**src/rtl/pcie_rxcrdt_monitor.sv**
```systemverilog
// PCIe RX credit monitor: counts header/data credits of TLPs leaving the RX buffer
// and streams round-robin counter snapshots to the PCIe SS through an 8-deep FIFO.
module pcie_rxcrdt_monitor #(
  parameter int TDATA_WIDTH       = 512,
  parameter int HDR_WIDTH         = 256,
  parameter int BUFFER_DEPTH      = 512,
  parameter int BUFFER_SB_HEADERS = 0,
  parameter int CPL_HDR_INIT      = BUFFER_DEPTH / 2,
  parameter int CPL_DATA_INIT     = CPL_HDR_INIT * ((TDATA_WIDTH - (BUFFER_SB_HEADERS != 0 ? 0 : HDR_WIDTH)) / 128)
                                    + (BUFFER_DEPTH / 4) * (TDATA_WIDTH / 128),
  parameter int P_HDR_INIT        = CPL_HDR_INIT / 2,
  parameter int P_DATA_INIT       = CPL_DATA_INIT * 3 / 4,
  parameter int NP_HDR_INIT       = CPL_HDR_INIT / 2,
  parameter int NP_DATA_INIT      = CPL_DATA_INIT / 4
) (
  input  logic                   clk,
  input  logic                   rst,
  input  logic                   cpld_tvalid,
  input  logic                   cpld_tready,
  input  logic                   cpld_tlast,
  input  logic [TDATA_WIDTH-1:0] cpld_tdata,
  input  logic                   req_tvalid,
  input  logic                   req_tready,
  input  logic                   req_tlast,
  input  logic [TDATA_WIDTH-1:0] req_tdata,
  output logic                   rxcrdt_tvalid,
  input  logic                   rxcrdt_tready,
  output logic [18:0]            rxcrdt_tdata
);

  logic [7:0]  cpld_fmt, req_fmt;
  logic [10:0] cpld_crd, req_crd;
  logic        cpld_fire, req_fire, cpld_is_cpl, req_is_p;

  assign cpld_fmt    = cpld_tdata[31:24];
  assign req_fmt     = req_tdata[31:24];
  assign cpld_crd    = ({1'b0, cpld_tdata[9:0]} + 11'd3) >> 2;
  assign req_crd     = ({1'b0, req_tdata[9:0]} + 11'd3) >> 2;
  assign cpld_fire   = cpld_tvalid && cpld_tready;
  assign req_fire    = req_tvalid && req_tready;
  assign cpld_is_cpl = (cpld_fmt[4:0] == 5'b01010);
  // A memory request without payload is a read, which is non-posted.
  assign req_is_p    = (req_fmt[6] && req_fmt[4:0] == 5'b00000) || (req_fmt[4:3] == 2'b10);

  logic unused_bits;
  assign unused_bits = &{1'b0, cpld_tdata[TDATA_WIDTH-1:32], cpld_tdata[23:10],
                         req_tdata[TDATA_WIDTH-1:32], req_tdata[23:10],
                         cpld_fmt[7], cpld_fmt[5], req_fmt[7], req_fmt[5]};

  logic        cpld_sop, cpld_upd, cpl_h;
  logic [10:0] cpl_d;
  logic        req_sop, req_upd, p_h, np_h;
  logic [10:0] p_d, np_d;

  always_ff @(posedge clk) begin
    if (rst) begin
      cpld_sop <= 1'b1;
      cpld_upd <= 1'b0;
      cpl_h    <= 1'b0;
      cpl_d    <= '0;
    end else begin
      cpld_upd <= cpld_fire && cpld_tlast;
      if (cpld_fire) begin
        cpld_sop <= cpld_tlast;
        if (cpld_sop) begin
          cpl_h <= cpld_is_cpl;
          cpl_d <= (cpld_is_cpl && cpld_fmt[6]) ? cpld_crd : 11'd0;
        end
      end
    end
  end

  always_ff @(posedge clk) begin
    if (rst) begin
      req_sop <= 1'b1;
      req_upd <= 1'b0;
      p_h     <= 1'b0;
      p_d     <= '0;
      np_h    <= 1'b0;
      np_d    <= '0;
    end else begin
      req_upd <= req_fire && req_tlast;
      if (req_fire) begin
        req_sop <= req_tlast;
        if (req_sop) begin
          p_h  <= req_is_p;
          p_d  <= (req_is_p && req_fmt[6]) ? req_crd : 11'd0;
          np_h <= !req_is_p;
          np_d <= (!req_is_p && req_fmt[6]) ? req_crd : 11'd0;
        end
      end
    end
  end

  logic [15:0] cnt_ph, cnt_nph, cnt_cplh, cnt_pd, cnt_npd, cnt_cpld;

  always_ff @(posedge clk) begin
    if (rst) begin
      cnt_ph   <= 16'(P_HDR_INIT);
      cnt_nph  <= 16'(NP_HDR_INIT);
      cnt_cplh <= 16'(CPL_HDR_INIT);
      cnt_pd   <= 16'(P_DATA_INIT);
      cnt_npd  <= 16'(NP_DATA_INIT);
      cnt_cpld <= 16'(CPL_DATA_INIT);
    end else begin
      if (cpld_upd) begin
        cnt_cplh <= cnt_cplh + 16'(cpl_h);
        cnt_cpld <= cnt_cpld + 16'(cpl_d);
      end
      if (req_upd) begin
        cnt_ph  <= cnt_ph + 16'(p_h);
        cnt_pd  <= cnt_pd + 16'(p_d);
        cnt_nph <= cnt_nph + 16'(np_h);
        cnt_npd <= cnt_npd + 16'(np_d);
      end
    end
  end

  logic [2:0]  idx, idx_next;
  logic [15:0] snap;

  assign idx_next = idx + ((idx[1:0] == 2'b10) ? 3'd2 : 3'd1);

  always_comb begin
    snap = '0;
    case (idx)
      3'd0:    snap = cnt_ph;
      3'd1:    snap = cnt_nph;
      3'd2:    snap = cnt_cplh;
      3'd4:    snap = cnt_pd;
      3'd5:    snap = cnt_npd;
      3'd6:    snap = cnt_cpld;
      default: snap = '0;
    endcase
  end

  logic [18:0] mem [8];
  logic [3:0]  wptr, rptr;
  logic        full, empty, wr_en, rd_en;

  assign empty = (wptr == rptr);
  assign full  = (wptr[2:0] == rptr[2:0]) && (wptr[3] != rptr[3]);
  // A full FIFO refuses the write even when the head is popped the same cycle.
  assign wr_en = !full;
  assign rd_en = !empty && rxcrdt_tready;

  always_ff @(posedge clk) begin
    if (rst) begin
      wptr <= '0;
      rptr <= '0;
      idx  <= '0;
    end else begin
      if (wr_en) begin
        wptr <= wptr + 4'd1;
        idx  <= idx_next;
      end
      if (rd_en) rptr <= rptr + 4'd1;
    end
  end

  always_ff @(posedge clk) begin
    if (!rst && wr_en) mem[wptr[2:0]] <= {idx, snap};
  end

  assign rxcrdt_tvalid = !empty && !rst;
  assign rxcrdt_tdata  = mem[rptr[2:0]];

endmodule

```
**config.mk**
```make
export PLATFORM = sky130hd
export DESIGN_NAME = pcie_rxcrdt_monitor
export DESIGN_NICKNAME = d
export VERILOG_FILES = /design/src/rtl/pcie_rxcrdt_monitor.sv
export SDC_FILE = /design/constraint.sdc
export NUM_CORES = 1
export LEC_CHECK = 0
export BUFFER_PORTS_ARGS = -buffer_cell sky130_fd_sc_hd__buf_2
export CELL_PAD_IN_SITES_DETAIL_PLACEMENT = 1
export CELL_PAD_IN_SITES_GLOBAL_PLACEMENT = 2
export CORE_AREA = 2 2 413 415
export CTS_BUF_LIST = sky130_fd_sc_hd__clkbuf_4
export CTS_CLUSTER_SIZE = 14
export DETAILED_ROUTE_END_ITERATION = 16
export DIE_AREA = 0 0 415 417
export MAX_ROUTING_LAYER = met4
export PLACE_DENSITY = 0.4
export REMOVE_ABC_BUFFERS = 1
export SYNTH_ARGS = -nofsm -noshare
export SYNTH_HDL_FRONTEND = slang
export SYNTH_SLANG_ARGS = --single-unit
```
**constraint.sdc**
```tcl
create_clock -name clk -period 3.62 [get_ports clk]
set_input_delay 0.181 -clock clk [delete_from_list [all_inputs] [get_ports clk]]
set_output_delay 0.181 -clock clk [all_outputs]
set_load 0.01 [all_outputs]
```
# Yosys cells after proc, flatten, opt, wreduce, memory -nomap -nowiden

Memory sizes are Yosys's and may differ from the RTL's. A register that Yosys moved wholly into a read port is not among the register bits.
Index checks and enable logic that the tools add are counted.
Widths: inputs -> output; s select.

$add $sub $neg: 11
Equal/unequal tests: 11
Muxes and demuxes: 9
Reductions and logical operators: 21

Operators by type and width:

| operator              | number |
|---|---|
| $pmux 16 s6           | 1 |
| $add 16x1->16         | 3 |
| $add 16x11->16        | 3 |
| $mux 9                | 3 |
| $add 10x2->11 const B | 2 |
| $logic_and 1x1->1     | 12 |
| $eq 3x3->1 const B    | 3 |
| $add 4x1->4 const B   | 2 |
| $mux 3                | 2 |
| $eq 5x4->1 const B    | 1 |
| $logic_not 5->1       | 1 |
| $eq 2x2->1 const B    | 2 |
| $eq 4x4->1            | 1 |
| $logic_not 1->1       | 4 |
| $reduce_and 2->1      | 2 |
| $add 3x2->3           | 1 |
| $eq 3x1->1 const B    | 1 |
| $eq 3x2->1 const B    | 1 |
| $eq 3x3->1            | 1 |
| $logic_not 3->1       | 1 |
| $mux 1                | 2 |
| $mux 2                | 1 |
| $logic_or 1x1->1      | 1 |
| $ne 1x1->1            | 1 |

Bits in registers: 147
Bits in writable memories: 152
Bits of input ports: 1033
Output and inout bits: 20
Word-level logic and storage cells: 72
Memories: 1

Memories:

| memory | depth | width | rd ports | clocked after memory_dff | wr ports | RTL line | RTL |
|---|---|---|---|---|---|---|---|
| mem    | 8     | 19    | 1        | 1                        | 1        | 137      | `logic [18:0] mem [8];` |

# Depth between registers and ports, before layout

Gate-level depths: netlist (run 1).

Depth after elaboration: 6
Depth in mapped cells: 7

# Least setup slack after synthesis (run 1)

OpenSTA, ideal clock, no wires.

Path type: register to register
From: register wptr[0]
To: memory mem[0][0], enable pin
Arrival: 2.547 ns
Required time: 3.201 ns
Slack: 0.654 ns
Stages on the path, launching flop included: 6
Buffers on the path: 1
Period minus slack after synthesis: 2.966 ns
Cells stage by stage: dfxtp_1 -> buf_4 -> xor2_2 -> nor4b_4 -> or3_1 -> nor3_1

Word-level cells in the longest chain between the ends: 6

RTL lines:

| element                      | RTL line | RTL |
|---|---|---|
| from (decl)                  | 138      | `logic [3:0] wptr, rptr;` |
| from (signal assigned)       | 154      | `wptr <= wptr + 4'd1;` |
| $eq 3x3->1                   | 142      | `assign full = (wptr[2:0] == rptr[2:0]) && (wptr[3] != rptr[3]);` |
| $logic_and 1x1->1            | 142      |  |
| $logic_not 1->1              | 144      | `assign wr_en = !full;` |
| $logic_and 1x1->1            | 162      | `if (!rst && wr_en) mem[wptr[2:0]] <= {idx, snap};` |
| $mux 1                       | 162      |  |
| $mux 1 (implied by the code) | 162      |  |
| to (decl)                    | 137      |  |

Parallel ways exist; a longest one is shown, timed or not.

==> flow_summary.ini, run 1 <==
[timing]
rsz0062_at_grt = false
maxClockFrequency_mhz = 368
hold_viol = 0
tightest_slew_ns = 1.15
maxSlewHeadroom_pct = 22.2
setup_total_negative_slack_ns = 0
timing.final.crit_share_pct = 75.1
setup_slack_ns = 0.901
setup_violations = 0
fin_crit_ns = 2.72
fin_worst_skew_ns = 0.0650
final_max_slew_viol_count = 0

[routing]
routed_wire_length_per_instance_um = 13.2
detail_route.first_pass.iterations = 4
final_antenna_net_count = 0
via_count = 10545
drc = 0
detail_route.vias_per_cell = 2.85
drt_iter0_drc = 365
drt_wl_total_um = 48700

[worst_setup_path]
timing_worst_setup_path_type = flip-flop to primary output
crit_path_end = rxcrdt_tdata[1]
timing.reg2reg.worst_path_depth = 5
timing.critical_path.required_ns = 3.44
timing.rr.end = mem[1][14]$_DFFE_PP_
cp_data_arrival_time_ns = 2.54
reg2reg_from = wptr[0]$_SDFFE_PP0N_
reg2reg_setup_slack_ns = 1.04
end_kind = primary output
critPathMaxFanout = 38
timing.critical_path.from_type = flip-flop

[synth]
synth_warnings = 0
synthArstFlopShare_pct = 0
synth_flop_cell = edfxtp_1
synth_sequential_area_ratio_pct = 52.7
cell_area_synth_um2 = 14100
number_of_flops_mapped_to_enable_cells_by_yosys = 152
netlist_instances = 1225
ys_seq_elements = 296
syn_area_per_cell_um2 = 11.5
synth_cell_types = 65

[finish]
areaGrowthSynthToFinish_pct = 34.8
most-common-layout-cells = edfxtp_1, clkbuf_4, dfxtp_1
fill_cells = 19716
post_route_cells_drive_above_1_share_pct = 23.8
mostFrequentLayoutCell = edfxtp_1
nNetsFinal = 2479
final_cell_count_no_fill = 3695

[power]
irDropWorstVdd_mv = 0.156
power_density_over_the_cells_nw_per_um2 = 421
total_leakage_power_nw = 6.05

[status]
outcome = complete, no violations

[grt]
gr-usage-met1_pct = 6.54
grt_start_max_net_pins = 50
initial_antenna_violation_count = 3
grt_util_met3_pct = 1.41
top_usage_layer = met2
grt_pass1_wl_um = 73100
via_count_of_the_first_global_routing_pass = 11614
grt_usage_pct = 5.80
met2_use_gr_pct = 9.93
grt-ovfl-total = 0

[clock_tree]
clock_path_buffers = 3
cts-buffers-inserted = 88
tritoncts_clock_tree = done
clk_latency_ns = 0.84
cts_root_buf = clkbuf_4
clock_sinks = 296
htree_num_levels = 3
post_cts_resized = 0
cts.reportedPaths.clkPinSlew_ns = 0.06

[die]
die_h_um = 417
coreArea_um2 = 169000
rows = 151
design.die.area_um2 = 173000
floorplan.die.width_um = 415
ioPinCount = 1053
initial_utilization_pct = 8.39

[place]
final_weighted_congestion_in_routability_driven_placement = 0.713
dp.cells = 3461
preCtsSetupSlack_ns = 1.01
dp_hpwl_um = 33800
io_buffer_count = 60

[flow_run]
drv_cap = 0

[hold_path]
worst_hold_path_type = input pin to flip-flop
==> stage by stage <==
step / util (%) / power, W / instance area (µm²) / hold WS [ns]
2_1_floorplan: - / 0.00428 / 13800 / 0.250
5_1_grt: 11.3 / 0.00850 / 19100 / 0.174
3_3_place_gp: 10.2 / 0.00475 / 17100 / 0.459
3_5_place_dp: 10.2 / 0.00476 / 17100 / 0.463
4_1_cts: 11.3 / 0.00830 / 19100 / 0.0593
6_report: 11.3 / 0.00803 / 19100 / 0.148
==> worst min path at each step <==
stage	start	to	cells after the start
floorplan	rst	cnt_cpld[4]$_SDFFE_PP0P_	1
global placement	req_tlast	req_upd$_SDFF_PP0_	2
detailed placement	req_tlast	req_upd$_SDFF_PP0_	2
CTS	req_tdata[26]	p_d[3]$_SDFFE_PP0P_	5
global route	req_tdata[24]	p_d[3]$_SDFFE_PP0P_	5
finish	req_tdata[24]	p_d[3]$_SDFFE_PP0P_	5
==> kinds of logic (layout without fill, tap and decap cells) <==
| logic type | Yosys count | after routing | share of synthesized area, % |
|---|---|---|---|
| DFF | 296 | 296 | 52.7 |
| AOI/OAI and AO/OA | 222 | 222 | 10.1 |
| adders and majority gates | 38 | 38 | 3.52 |
| muxes | 120 | 120 | 12.6 |
| buffers and inverters | 89 | 340 | 2.80 |
| other | 0 | 1 | 0 |
| xor gates and xnor gates | 62 | 62 | 4.00 |
| and+or+nand+nor | 398 | 398 | 14.3 |
==> routing by layer <==
metal	up-vias	part of all wire, %
met5	-	0
met3	79	3.9
met1	5288	43
met4	0	2.3
met2	161	50
li1	5017	-
==> Yosys cell counts (25+ instances only) <==
cell type  count  area share, %
a21oi_1       66            2.3
mux2i_1       34            2.4
nand2_1       79            2.1
mux2_2        44            3.5
nor2_1       110            2.9
nand4_1       25            1.1
edfxtp_1     152             32
xnor2_1       38            2.4
o21ai_0       48            1.7
nand3_1       43            1.5
mux4_2        42            6.7
dfxtp_1      144             20
ha_1          35            3.1
nor3_1        30            1.1
clkbuf_1      30           0.80
==> cell type report <==
| type | count | area [µm²] | share of cell area [%] |
|---|---|---|---|
| sequential | 296 | 7450 | 39.1 |
| multi-input combinational | 840 | 6310 | 33.1 |
| tap | 2218 | 2780 | 14.6 |
| timing repair buffer | 161 | 1280 | 6.70 |
| clock buffer | 143 | 1070 | 5.63 |
| clock inverter | 15 | 86.3 | 0.453 |
| inverter | 21 | 78.8 | 0.414 |
| antenna | 1 | 2.50 | 0.0131 |
==> power by group <==
group | internal (W) | switching (W)
Clock | 0.00178 | 0.00156
Sequential | 0.00360 | 0.0000546
Combinational | 0.000448 | 0.000576
==> worst max-delay path, stage by stage, from the launching register on <==
cell and delay, ns:
dfxtp_1 0.31, buf_4 0.49, mux4_2 0.41, mux2_2 0.32
buf_2 0.20
==> state kept, by name (all words and copies together), names as in the netlist, named ones only <==
signal	cells
rptr	4
np_d	9
p_d	9
cpld_upd	1
wptr	4
idx	3
cnt_ph	16
cpl_h	1
req_sop	1
req_upd	1
np_h	1
cnt_cpld	16
cnt_nph	16
cpl_d	9
mem	152
p_h	1
cnt_npd	16
cnt_cplh	16
cpld_sop	1
cnt_pd	16
==> timing repair <==
item                      in CTS  in global routing
hold buffers                  75                  0
buffers inserted               0                  0
hold endpoints to repair      75                  0
(Power assumes the default switching activity.)
==> run 2, diff against run 1 <==
==> constraint.sdc (replaced) <==
create_clock -name clk -period 2.8 [get_ports clk]
set_input_delay 0.14 -clock clk [delete_from_list [all_inputs] [get_ports clk]]
set_output_delay 0.14 -clock clk [all_outputs]
set_load 0.01 [all_outputs]
==> run 2 against run 1 <==
  * Wire length is 1.5% lower
  * Clock skew decreased by 0.017 ns
  * Sequential share of layout area decreased by 0.46 points
  * Die area unchanged
  * Critical path type unchanged
  * Global-route usage hardly changed
  * Non-clock buffer count increased by 9
  * Worst hold slack gained 0.015 ns
  * Largest cell class unchanged
  * Combinational power increased by 39%
  * Sequential power increased by 30%
==> flow_summary.ini, run 2 (synthesis results as in run 1) <==
[status]
outcome = complete, no violations

[worst_setup_path]
timing_worst_setup_path_type = flip-flop to primary output
end_kind = primary output
timing.critical_path.from_type = flip-flop
critPathMaxFanout = 19
reg2reg_from = cpld_sop$_SDFFE_PP1P_
worstPathCellList = buf_16 -> mux4_2 -> mux2_2 -> buf_4
timing.critical_path.required_ns = 2.66
timing.reg2reg.worst_path_depth = 6
cp_data_arrival_time_ns = 2.51
critical_path.n_buffers_inverters = 2
timing.rr.end = cpl_d[8]$_SDFFE_PP0P_
worst_path_largest_cell_delay_ns = 0.53
cpMaxStageDelayCell = mux4_2
reg2reg_setup_slack_ns = 0.35
crit_family = multiplexers

[die]
initial_utilization_pct = 8.39
design.die.area_um2 = 173000
die_h_um = 417
rows = 151
floorplan.die.width_um = 415
ioPinCount = 1053
coreArea_um2 = 169000

[timing]
setup_violations = 0
fin_crit_ns = 2.65
tightest_slew_ns = 1.18
hold_viol = 0
final_max_slew_viol_count = 0
rsz0062_at_grt = false
timing.final.crit_share_pct = 94.7
maxSlewHeadroom_pct = 20.3
fin_worst_skew_ns = 0.0481
maxClockFrequency_mhz = 377
setup_total_negative_slack_ns = 0

[place]
dp.cells = 3471
io_buffer_count = 60
area_after_dpl_um2 = 17300
dp_hpwl_um = 33500
final_weighted_congestion_in_routability_driven_placement = 0.713

[grt]
met2_use_gr_pct = 10.2
grt_usage_pct = 5.78
grt_pass1_wl_um = 73200
top_usage_layer = met2
via_count_of_the_first_global_routing_pass = 11544
initial_antenna_violation_count = 5
gr-usage-met1_pct = 6.37
grt_start_max_net_pins = 64
grt_util_met3_pct = 1.48
grt-ovfl-total = 0

[clock_tree]
tritoncts_clock_tree = done
cts_root_buf = clkbuf_4
cts-buffers-inserted = 87
cts.reportedPaths.clkPinSlew_ns = 0.06
htree_num_levels = 3
clock_path_buffers = 3
clock_sinks = 296
clk_latency_ns = 0.84
cts_post_setup_buffers_inserted = 0

[flow_run]
drv_cap = 0

[finish]
areaGrowthSynthToFinish_pct = 36.5
multi_input_area_um2 = 6330
most-common-layout-cells = edfxtp_1, dfxtp_1, clkbuf_4
layout.area.seq_um2 = 7450
post-route-cell-area_um2 = 19300
max_ffs_per_register = 152
utilization_pct = 11.4
post_route_cells_drive_above_1_share_pct = 23.4
nNetsFinal = 2487
fill_cells = 19698
final_cell_count_no_fill = 3707
mostFrequentLayoutCell = edfxtp_1

[routing]
detail_route.vias_per_cell = 2.85
routed_wire_length_per_instance_um = 12.9
via_count = 10552
drt_iter0_drc = 396
final_antenna_net_count = 0
drc = 0
drt_wl_total_um = 48000
detail_route.first_pass.iterations = 4

[power]
total_power_w = 0.0104
power_density_over_the_cells_nw_per_um2 = 538
total_leakage_power_nw = 6.11
irDropWorstVdd_mv = 0.258

[hold_path]
worst_hold_path_type = input pin to flip-flop
min_path_cells = 4
hold_path.startpoint = cpld_tready
holdPathEnd = cpld_upd$_SDFF_PP0_
run 2: changes by cell type in the layout (fill, tap and decap cells not counted), sizes merged:
| cell | delta |
|---|---|
| clkbuf | -20 |
| clkinv | +17 |
| buf | +11 |
| diode | +4 |
| bufinv | +2 |
| dlygate4sd3 | -2 |
| clkinvlp | +1 |
| inv | -1 |
run 2: worst reg2reg max path, cell delays in order, from the launching register on:
cell	delay [ns]
dfxtp_1	0.36
nand3_1	0.23
and4bb_2	0.45
nand3_1	0.10
dlygate4sd3_1	0.57
a21oi_1	0.13
dlygate4sd3_1	0.56
run 2: through the flow:
step           hold slack [ns]  setup WS, ns
6_report                 0.163         0.149
5_1_grt                  0.116       0.00646
4_1_cts                 0.0484       0.00143
3_5_place_dp             0.423         0.358
3_3_place_gp             0.432         0.476
2_1_floorplan            0.209        -0.251
run 2: layout make-up:
cell class | instances | area share, %
clock inverters | 34 | 1.06
flip-flops and latches | 296 | 38.6
inverters | 21 | 0.409
clock buffers | 123 | 4.79
well taps | 2218 | 14.4
diodes | 5 | 0.0649
repair buffers | 170 | 7.83
multi-input cells | 840 | 32.8
run 2: worst max-delay path by stage:
stage / from / to / cells past startpoint
after floorplan: wptr[0]$_SDFFE_PP0N_ / mem[0][0]$_DFFE_PP_ / 4
after global placement: idx[1]$_SDFFE_PP0N_ / mem[4][5]$_DFFE_PP_ / 5
after detailed placement: idx[1]$_SDFFE_PP0N_ / mem[6][5]$_DFFE_PP_ / 5
after CTS: flip-flop / rxcrdt_tdata[4] / 4
after global routing: flip-flop / rxcrdt_tdata[4] / 4
final: flip-flop / rxcrdt_tdata[2] / 4
run 2: what timing repair did:
action | CTS | global route
hold endpoints to repair | 132 | 0
hold buffers | 73 | 0
resized for setup | 15 | 0
endpoints found under the setup margin | 19 | 0
run 2: metal layers:
layer  vias to the layer above  share of wire, %
li1                       5042                 -
met3                        79               3.8
met4                         0               2.1
met2                       150                52
met5                         -                 0
met1                      5281                43
run 2: power by group:
group          switching (W)  internal [W]
clock network        0.00200       0.00222
logic               0.000762      0.000656
registers          0.0000794       0.00466
